**src/rtl/divider_arbiter_if.sv**
```systemverilog
// Requester-side channel of the divider arbiter: a command handshake and a response handshake.
interface divider_arbiter_if #(
   parameter int unsigned WIDTH = 32
);
   logic             req_valid;
   logic             req_ready;
   logic             req_sgn;
   logic [WIDTH-1:0] req_num;
   logic [WIDTH-1:0] req_denom;
   logic             rsp_valid;
   logic             rsp_ready;
   logic [WIDTH-1:0] rsp_quot;
   logic [WIDTH-1:0] rsp_rem;

   modport master (
      output req_valid, req_sgn, req_num, req_denom, rsp_ready,
      input  req_ready, rsp_valid, rsp_quot, rsp_rem
   );

   modport slave (
      input  req_valid, req_sgn, req_num, req_denom, rsp_ready,
      output req_ready, rsp_valid, rsp_quot, rsp_rem
   );
endinterface

```
**src/rtl/divider_arbiter.sv**
```systemverilog
// Two-requester round-robin front end for a single shared non-restoring divider.
// One transaction at a time: grant, issue one command strobe, wait, hold the result.
module divider_arbiter #(
   parameter int unsigned WIDTH = 32
) (
   input  logic             clk,
   input  logic             rst,
   divider_arbiter_if.slave req0,
   divider_arbiter_if.slave req1,
   output logic             div_enable,
   output logic             div_unsgn_or_sgn,
   output logic [WIDTH-1:0] div_num,
   output logic [WIDTH-1:0] div_denom,
   input  logic [WIDTH-1:0] div_quot,
   input  logic [WIDTH-1:0] div_rem,
   input  logic             div_can_accept_cmd,
   input  logic             div_data_ready
);

   typedef enum logic [1:0] {StIdle, StIssue, StWait, StResp} state_e;

   state_e           state_q, state_d;
   logic             prio_q, prio_d;
   logic             owner_q;
   logic             sgn_q;
   logic [WIDTH-1:0] num_q, denom_q, quot_q, rem_q;

   logic grant0, grant1, accept, capture, rsp_taken;

   always_comb begin
      state_d = state_q;
      prio_d  = prio_q;
      grant0  = 1'b0;
      grant1  = 1'b0;
      accept  = 1'b0;
      capture = 1'b0;
      rsp_taken = owner_q ? req1.rsp_ready : req0.rsp_ready;
      unique case (state_q)
         StIdle: begin
            // Grants are suppressed while rst is high so no ready leaks during reset.
            if (!rst && div_can_accept_cmd && (req0.req_valid || req1.req_valid)) begin
               grant0  = req0.req_valid && (!req1.req_valid || !prio_q);
               grant1  = !grant0;
               accept  = 1'b1;
               state_d = StIssue;
            end
         end
         StIssue: state_d = StWait;
         StWait: begin
            if (div_data_ready) begin
               capture = 1'b1;
               state_d = StResp;
            end
         end
         StResp: begin
            if (rsp_taken) begin
               prio_d  = ~owner_q;
               state_d = StIdle;
            end
         end
         default: state_d = StIdle;
      endcase
   end

   always_ff @(posedge clk) begin
      if (rst) begin
         state_q <= StIdle;
         prio_q  <= 1'b0;
         owner_q <= 1'b0;
         sgn_q   <= 1'b0;
         num_q   <= '0;
         denom_q <= '0;
         quot_q  <= '0;
         rem_q   <= '0;
      end else begin
         state_q <= state_d;
         prio_q  <= prio_d;
         if (accept) begin
            owner_q <= grant1;
            sgn_q   <= grant1 ? req1.req_sgn   : req0.req_sgn;
            num_q   <= grant1 ? req1.req_num   : req0.req_num;
            denom_q <= grant1 ? req1.req_denom : req0.req_denom;
         end
         if (capture) begin
            quot_q <= div_quot;
            rem_q  <= div_rem;
         end
      end
   end

   assign req0.req_ready = grant0;
   assign req1.req_ready = grant1;

   assign req0.rsp_valid = !rst && (state_q == StResp) && !owner_q;
   assign req1.rsp_valid = !rst && (state_q == StResp) &&  owner_q;
   assign req0.rsp_quot  = quot_q;
   assign req0.rsp_rem   = rem_q;
   assign req1.rsp_quot  = quot_q;
   assign req1.rsp_rem   = rem_q;

   assign div_enable       = !rst && (state_q == StIssue);
   assign div_unsgn_or_sgn = sgn_q;
   assign div_num          = num_q;
   assign div_denom        = denom_q;

endmodule

```
**src/flat_wrapper.sv**
```systemverilog
// flat-port wrapper written by rule: the top's interface ports become plain ports
module divider_arbiter_flat 
#(
   parameter int unsigned WIDTH = 32
)
  (clk, rst, div_enable, div_unsgn_or_sgn, div_num, div_denom, div_quot, div_rem, div_can_accept_cmd, div_data_ready, req0_req_valid, req0_req_sgn, req0_req_num, req0_req_denom, req0_rsp_ready, req0_req_ready, req0_rsp_valid, req0_rsp_quot, req0_rsp_rem, req1_req_valid, req1_req_sgn, req1_req_num, req1_req_denom, req1_rsp_ready, req1_req_ready, req1_rsp_valid, req1_rsp_quot, req1_rsp_rem);
  divider_arbiter_if #(.WIDTH(WIDTH)) req0_i ();
  divider_arbiter_if #(.WIDTH(WIDTH)) req1_i ();
  input  logic clk;
  input  logic rst;
  output logic div_enable;
  output logic div_unsgn_or_sgn;
  output logic [WIDTH-1:0] div_num;
  output logic [WIDTH-1:0] div_denom;
  input  logic [WIDTH-1:0] div_quot;
  input  logic [WIDTH-1:0] div_rem;
  input  logic div_can_accept_cmd;
  input  logic div_data_ready;
  input wire logic [$bits(req0_i.req_valid)-1:0] req0_req_valid;
  input wire logic [$bits(req0_i.req_sgn)-1:0] req0_req_sgn;
  input wire logic [$bits(req0_i.req_num)-1:0] req0_req_num;
  input wire logic [$bits(req0_i.req_denom)-1:0] req0_req_denom;
  input wire logic [$bits(req0_i.rsp_ready)-1:0] req0_rsp_ready;
  output wire logic [$bits(req0_i.req_ready)-1:0] req0_req_ready;
  output wire logic [$bits(req0_i.rsp_valid)-1:0] req0_rsp_valid;
  output wire logic [$bits(req0_i.rsp_quot)-1:0] req0_rsp_quot;
  output wire logic [$bits(req0_i.rsp_rem)-1:0] req0_rsp_rem;
  input wire logic [$bits(req1_i.req_valid)-1:0] req1_req_valid;
  input wire logic [$bits(req1_i.req_sgn)-1:0] req1_req_sgn;
  input wire logic [$bits(req1_i.req_num)-1:0] req1_req_num;
  input wire logic [$bits(req1_i.req_denom)-1:0] req1_req_denom;
  input wire logic [$bits(req1_i.rsp_ready)-1:0] req1_rsp_ready;
  output wire logic [$bits(req1_i.req_ready)-1:0] req1_req_ready;
  output wire logic [$bits(req1_i.rsp_valid)-1:0] req1_rsp_valid;
  output wire logic [$bits(req1_i.rsp_quot)-1:0] req1_rsp_quot;
  output wire logic [$bits(req1_i.rsp_rem)-1:0] req1_rsp_rem;
  assign req0_i.req_valid = req0_req_valid;
  assign req0_i.req_sgn = req0_req_sgn;
  assign req0_i.req_num = req0_req_num;
  assign req0_i.req_denom = req0_req_denom;
  assign req0_i.rsp_ready = req0_rsp_ready;
  assign req0_req_ready = req0_i.req_ready;
  assign req0_rsp_valid = req0_i.rsp_valid;
  assign req0_rsp_quot = req0_i.rsp_quot;
  assign req0_rsp_rem = req0_i.rsp_rem;
  assign req1_i.req_valid = req1_req_valid;
  assign req1_i.req_sgn = req1_req_sgn;
  assign req1_i.req_num = req1_req_num;
  assign req1_i.req_denom = req1_req_denom;
  assign req1_i.rsp_ready = req1_rsp_ready;
  assign req1_req_ready = req1_i.req_ready;
  assign req1_rsp_valid = req1_i.rsp_valid;
  assign req1_rsp_quot = req1_i.rsp_quot;
  assign req1_rsp_rem = req1_i.rsp_rem;
  divider_arbiter #(.WIDTH(WIDTH)) u_core (.clk(clk), .rst(rst), .req0(req0_i), .req1(req1_i), .div_enable(div_enable), .div_unsgn_or_sgn(div_unsgn_or_sgn), .div_num(div_num), .div_denom(div_denom), .div_quot(div_quot), .div_rem(div_rem), .div_can_accept_cmd(div_can_accept_cmd), .div_data_ready(div_data_ready));
endmodule
```
**config.mk**
```make
export PLATFORM = sky130hd
export DESIGN_NAME = divider_arbiter_flat
export DESIGN_NICKNAME = d
export VERILOG_FILES = /design/src/rtl/divider_arbiter_if.sv /design/src/rtl/divider_arbiter.sv /design/src/flat_wrapper.sv
export SDC_FILE = /design/constraint.sdc
export NUM_CORES = 1
export LEC_CHECK = 0
export CAP_MARGIN = 10
export CORE_AREA = 4 4 154 156
export DETAILED_ROUTE_END_ITERATION = 10
export DIE_AREA = 0 0 158 160
export PLACE_DENSITY = 0.67
export SLEW_MARGIN = 5
export SYNTH_ARGS = -nofsm -noshare
export SYNTH_HDL_FRONTEND = slang
export SYNTH_SLANG_ARGS = --single-unit
```
**constraint.sdc**
```tcl
create_clock -name clk -period 1.7 [get_ports clk]
set_input_delay 0.34 -clock clk [delete_from_list [all_inputs] [get_ports clk]]
set_output_delay 0.34 -clock clk [all_outputs]
set_load 0.02 [all_outputs]
```
Word level (Yosys, flattened, before mapping). Cells that the tools add are included.

Shifts and indexed selects: 0. Divide/modulo/power cells: 0. $lt $le $gt $ge: 0. Eq/ne operators: 6. Multiplexer cells: 16. Bitwise operators: 1. $mul: 0. $add $sub $neg: 0. Reduce and logical (&&, ||, !) cells: 17.

Operators by type and width (number): $mux W32 (2); $mux W1 (10); $pmux W2 S4 (1); $logic_and A1 B1 Y1 (7); $mux W2 (3); $logic_not A1 Y1 (5); $eq A2 B2 Y1 const B (2); $ne A2 B1 Y1 const B (2); $reduce_and A3 Y1 (1); $eq A2 B1 Y1 const B (1); $logic_not A2 Y1 (1); $logic_or A1 B1 Y1 (2); $ne A2 B2 Y1 const B (1); $reduce_and A2 Y1 (1); $not A1 Y1 (1).

ROM bits: 0. Bits in writable memories: 0. Flip-flop bits (word level): 133. Latch bits: 0. Memories kept: 0. Output and inout bits: 198. Word-level logic and storage cells: 48.

Depth between registers and ports, before layout. Gate-level depths: netlist of run 1.

Depth in word-level cells: 7. Gate-level depth with buffers: 8. Depth with buffers taken out: 6.

Least setup slack after synthesis of run 1. Ideal clock, no wire load.

Path kind: reg2out. Start: reg u_core.state_q[0]. End: out req0_req_ready. Path slack: -0.133 ns. Data arrival time: 1.493 ns. Buffers on the path: 1. Stages on the path, launching flop included: 7. Path through: dfxtp_1 inv_1 ha_1 inv_1 nor4b_4 buf_2 and2_1.

Cells in the longest elaborated chain, start to end: 2.

RTL lines: from (decl) (RTL line divider_arbiter.sv:22) `state_e state_q, state_d;`; from (signal assigned) (RTL line divider_arbiter.sv:67) `state_q <= StIdle;`; from (signal assigned) (RTL line divider_arbiter.sv:76) `state_q <= state_d;`; $logic_not A2 Y1 (RTL line divider_arbiter.sv:38) `unique case (state_q)`; $mux W1 (RTL line divider_arbiter.sv:38); to (decl) (RTL line flat_wrapper.sv:24) `output wire logic [$bits(req0_i.req_ready)-1:0] req0_req_ready;`.

No other way between the ends.

Final worst setup path of run 1.
Start: reg u_core.state_q[1]. End: out req0_req_ready.

Same word-level chain as after synthesis.

==> results.yml, run 1 <==
outcome:
  status: "complete, but fails checks"
  violations: "negative setup slack"
timing:
  fin_crit_sh: 1.15
  skew_ns: 0.00999
  finalSetupViolCount: 2
  rsz0062_at_grt: "yes"
  hold_viol: 0
  period_minus_slack_ns: 1.95
  fmax_mhz: 513
  finalWorstSetupSlack_ns: -0.251
  final_max_slew_viol_count: 0
  slew_headroom: 0.544
  tightest_slew_ns: 0.685
cts:
  numCtsBuffers: 17
  clock_sinks: 133
  cts_tree: "done"
  root_buffer: "clkbuf_16"
  insertion_delay_ns: 0.42
  cts.path.max_buffers: 2
  clkTransAtPathRegs_ns: 0.06
  h-tree-depth: 4
setup_path:
  worstRegToRegCells: 8
  cp.buffers_inverters: 3
  worstSetupStartpoint: "u_core.state_q[1]"
  setup.worst_path.end: "req0_req_ready"
  crit_chain: "inv_2, ha_4, inv_4, nor4b_4, and2_4, buf_6"
  reg2reg_to: "u_core.div_num[1]"
  crit_family: "simple AND/OR/NAND/NOR gates"
  critical_path_class: "register to output port"
  slowest_delay_ns: 0.32
  reg2reg_slack_ns: 0.09
  critPathMaxFanout: 2
  critPathCaptureType: "output port"
  reg2reg_from: "u_core.state_q[1]"
  arrival_ns: 1.61
  cp.depth: 6
  worstPathRequired_ns: 1.36
  critPathLaunchType: "register"
  slowest_stage: "dfxtp_2"
placed_design:
  dp_slack_ns: -0.710
  gp_congestion: 0.757
  io_buffer_count: 399
  dp_hpwl_um: 16200
global_route:
  grt_pass1_vias: 5714
  gr-total-overflow: 0
  grt_usage: 0.155
  grt_pass1_wl_um: 30900
  antenna_found_initial: 1
  grt_max_degree: 60
final_layout:
  mostFrequentLayoutCells: "clkdlybuf4s50_1, dlygate4sd2_1, dfxtp_1"
  layout.nets: 1220
  layout-drive-gt1-share: 0.113
  final_common_cell: "clkdlybuf4s50_1"
  area_delta_synth_final_pct: 76.5
  fillers: 2275
  n_antenna_cell: 0
detailed_routing:
  drt-initial-drc-count: 221
  drc: 0
  drt-pass1-iter-count: 4
  wl_per_cell_um: 15.9
  routed_via_density: 4.40
  wirelength_um: 20800
  vias: 5770
  ant_nets: 0
power:
  p_leak_nw: 4.73
  total_power_w: 0.0116
  power.density_mw_per_mm2: 1120
  ir_drop_mv: 0.552
yosys:
  synth_cells: 668
  synth_area_leader_cell: "dfxtp_1"
  synthDominantCellAreaShare: 0.453
  ys_seq_elements: 133
  synthesis.nets: 875
  syn_area_mm2: 0.00588
  synth_area_leaders: "dfxtp_1, mux2i_1, buf_4"
  yosysWarnings: 0
  synth-seq-area-share: 0.453
  syn_area_per_cell_um2: 8.80
  ys_types: 27
floorplan:
  fp.dieW_um: 158
  num_rows: 55
  floorplan.initialDensity: 0.263
  ioPinCount: 400
  coreArea_mm2: 0.0224
  die_area_mm2: 0.0253
  die_y_um: 160
worst_hold_path:
  hold_path.class: "input port to register"
job:
  cap_violations: 0
## worst reg2reg max path, delay by kind of cell (launching register included)
kind | cells | cell delay [ns]
compound gates | 1 | 0.21
fa+ha+maj | 1 | 0.15
buf+inv | 4 | 0.50
simple gates | 2 | 0.34
flops | 1 | 0.32
## layer usage
metal	vias up	routed length, um	track usage
met5	-	7	0
met4	2	231	0.0349
met3	12	2060	0.0675
met2	249	10300	0.277
met1	2606	8170	0.168
li1	2901	-	-
## sequential cells by signal, summed over array words and instances (netlist names)
| signal | flops |
|---|---|
| u_core.div_unsgn_or_sgn | 1 |
| u_core.state_q | 2 |
| u_core.req0.rsp_quot | 32 |
| u_core.req0.rsp_rem | 32 |
| u_core.div_denom | 32 |
| u_core.prio_q | 1 |
| u_core.div_num | 32 |
| u_core.owner_q | 1 |
## how the worst min path moves through the flow
stage	startpoint	end	slack (ns)	depth (start not counted)
2_1_floorplan	div_quot[0]	u_core.req0.rsp_quot[0]	0.48	2
3_3_place_gp	u_core.req0.rsp_quot[16]	u_core.req0.rsp_quot[16]	0.46	2
3_5_place_dp	u_core.req0.rsp_rem[15]	u_core.req0.rsp_rem[15]	0.47	2
4_1_cts	rst	u_core.prio_q	0.24	3
5_1_grt	rst	u_core.prio_q	0.24	3
6_report	rst	u_core.prio_q	0.27	3
## power by group
part	internal [W]	leakage (nW)	switching [W]
Clock	0.00206	0.261	0.00148
Combinational	0.00195	3.38	0.00228
Sequential	0.00358	1.08	0.000264
Total	0.00759	4.73	0.00402
## what timing repair did
action | CTS | global route
setup buffers | 2 | 0
pin swaps | 3 | 1
hold endpoints to repair | 0 | 0
setup endpoints to repair | 258 | 29
hold buffers | 0 | 0
gates resized for setup | 231 | 11
gates cloned | 0 | 0
## final cells by class
type | instances | area, um2 | share of cell area
Tap cell | 285 | 357 | 0.0344
Clock buffer | 18 | 439 | 0.0423
Multi-Input combinational cell | 419 | 2610 | 0.252
Clock inverter | 13 | 125 | 0.0121
Timing Repair Buffer | 439 | 4160 | 0.401
Inverter | 3 | 13.8 | 0.00133
Sequential cell | 133 | 2670 | 0.257
## cell families (layout without fill, tap and decap cells)
kind of cell / Yosys count / in the layout / share of synthesized area
adder cells (fa/ha/maj): 5 / 5 / 0.0106
multiplexers: 67 / 67 / 0.114
buffers and inverters: 116 / 473 / 0.122
flip-flops: 133 / 133 / 0.453
AND/OR/NAND/NOR: 212 / 212 / 0.145
AO/OA/AOI/OAI: 135 / 135 / 0.155
## cells in the mapped netlist
cell      instances
a21oi_1          66
buf_2            16
a221o_1           1
a211oi_1         55
mux2i_1          67
nor3b_1           1
nor4b_4           1
buf_4            68
nor2_1           69
nor2_2            1
nor2b_1           2
a21boi_2          1
nor3_1            2
or3b_4            1
inv_1             3
nand2b_1          2
and3b_1           1
a211oi_2         10
and2_1            2
buf_6             1
dfxtp_1         133
ha_1              5
buf_1             3
a221oi_2          1
a22oi_1           1
nand2_1         130
clkbuf_1         25
## stage by stage
step	cells	util	cell area [um2]	TNS, ns	hold slack (ns)
finish	1310	0.464	10400	-0.268	0.266
global route	1310	0.464	10400	-0.805	0.244
CTS	1310	0.462	10300	-0.435	0.244
detailed placement	1277	0.444	9930	-24.09	0.465
global placement	1277	0.444	9930	-22.67	0.455
floorplan	668	-	5880	-0.0381	0.476
(Power assumes the default switching activity.)
==> run 2, diff against run 1 <==
Settings changed: TNS_END_PERCENT set to 30.
==> run 2 against run 1 <==
  * The run still ends with negative setup slack left
  * Routed wire length is essentially flat
  * Fmax is essentially flat
  * Cell count is the same
  * Clock power is essentially flat
  * Critical path type unchanged
  * Hold slack is essentially flat
  * First-iteration DRC count grew 2.3%
  * Sequential share of layout area is the same
==> results.yml, run 2 (same netlist as run 1, synthesis figures left out) <==
final_layout:
  final_common_cell: "clkdlybuf4s50_1"
  area_delta_synth_final_pct: 76.5
  final_util: 0.464
  layout-drive-gt1-share: 0.113
  mostFrequentLayoutCells: "clkdlybuf4s50_1, dlygate4sd2_1, dfxtp_1"
  fillers: 2275
  n_antenna_cell: 0
  layout.nets: 1220
  final-instance-count-excl-fill: 1310
power:
  total_power_w: 0.0116
  ir_drop_mv: 0.552
  power.density_mw_per_mm2: 1120
  p_leak_nw: 4.73
placed_design:
  gp_congestion: 0.757
  io_buffer_count: 399
  dp_slack_ns: -0.710
  dp_hpwl_um: 16200
  dp_cells: 1277
cts:
  h-tree-depth: 4
  cts.path.max_buffers: 2
  clkTransAtPathRegs_ns: 0.06
  numCtsBuffers: 17
  insertion_delay_ns: 0.42
  ctsHoldBuffers: 0
  root_buffer: "clkbuf_16"
  clock_sinks: 133
  cts_tree: "done"
timing:
  finalWorstSetupSlack_ns: -0.252
  fin_crit_sh: 1.15
  period_minus_slack_ns: 1.95
  slew_headroom: 0.543
  fmax_mhz: 512
  finalSetupViolCount: 2
  tightest_slew_ns: 0.685
  skew_ns: 0.0102
  final_max_slew_viol_count: 0
  rsz0062_at_grt: "yes"
  hold_viol: 0
floorplan:
  die_area_mm2: 0.0253
  num_rows: 55
  ioPinCount: 400
  coreArea_mm2: 0.0224
  fp.dieW_um: 158
  floorplan.initialDensity: 0.263
  die_y_um: 160
setup_path:
  cp.buffers_inverters: 3
  critPathMaxFanout: 2
  critical_path_class: "register to output port"
  reg2reg_slack_ns: 0.09
  crit_family: "simple AND/OR/NAND/NOR gates"
  critPathLaunchType: "register"
  slowest_stage: "dfxtp_2"
  slowest_delay_ns: 0.32
  critPathCaptureType: "output port"
  crit_chain: "inv_2, ha_4, inv_4, nor4b_4, and2_4, buf_6"
  arrival_ns: 1.61
  worstPathRequired_ns: 1.36
global_route:
  grt_pass1_wl_um: 30900
  grt_max_degree: 60
  grt_pass1_vias: 5714
  gr-total-overflow: 0
  grt_usage: 0.155
  antenna_found_initial: 1
detailed_routing:
  wirelength_um: 20800
  drt-initial-drc-count: 226
  ant_nets: 0
  wl_per_cell_um: 15.9
  vias: 5765
  routed_via_density: 4.40
  drt-pass1-iter-count: 4
  drc: 0
worst_hold_path:
  hold_path.class: "input port to register"
outcome:
  status: "complete, but fails checks"
  violations: "negative setup slack"
job:
  cap_violations: 0
-- run 2: cell counts in the layout (fill, tap and decap cells not counted) --
Identical to the previous run, type by type.
-- run 2: through the flow --
stage	area (um2)	hold WS [ns]	setup TNS, ns
after floorplan	5880	0.476	-0.0381
after global placement	9930	0.455	-22.67
after detailed placement	9930	0.465	-24.09
after CTS	10300	0.244	-0.435
after global routing	10400	0.244	-0.792
final	10400	0.266	-0.270
-- run 2: cell type report --
type	count	area [um2]	share of cell area
tap	285	357	0.0344
multi-input combinational	419	2610	0.252
clock inverter	13	125	0.0121
inverter	3	13.8	0.00133
clock buffer	18	439	0.0423
timing repair buffer	439	4160	0.401
sequential	133	2670	0.257
-- run 2: where the power goes --
group | internal, W | leakage (nW) | switching, W
clock network | 0.00206 | 0.261 | 0.00148
registers | 0.00358 | 1.08 | 0.000264
logic | 0.00195 | 3.38 | 0.00228
total | 0.00759 | 4.73 | 0.00402
-- run 2: routing by layer --
metal  vias up  routed length, um  global-route usage
met2       251              10300               0.277
met3        12               2050              0.0675
li1       2902                  -                   -
met1      2598               8180               0.168
met4         2                231              0.0349
met5         -                  7                   0
-- run 2: final timing paths --
check / cells after the start / from / end
max: 6 / u_core.state_q[1] / req0_req_ready
min: 3 / rst / u_core.prio_q
max reg2reg: 8 / u_core.state_q[1] / u_core.div_num[1]
min reg2reg: 2 / u_core.req0.rsp_quot[16] / u_core.req0.rsp_quot[16]
-- run 2: timing repair --
item | in CTS | in global routing
pin swaps | 3 | 1
endpoints found under the setup margin | 258 | 29
hold endpoints to repair | 0 | 0
buffers inserted | 2 | 0
gates resized for setup | 231 | 11
-- run 2: worst min-delay path, stage by stage --
cell and delay, ns:
buf_4 0.09, buf_4 0.15, nor2_1 0.05
==> run 3, diff against run 2 <==
Settings changed: GPL_TIMING_DRIVEN set to 1.
==> results of run 3 <==
No change in the layout: final DEF, timing and power equal those of run 2.
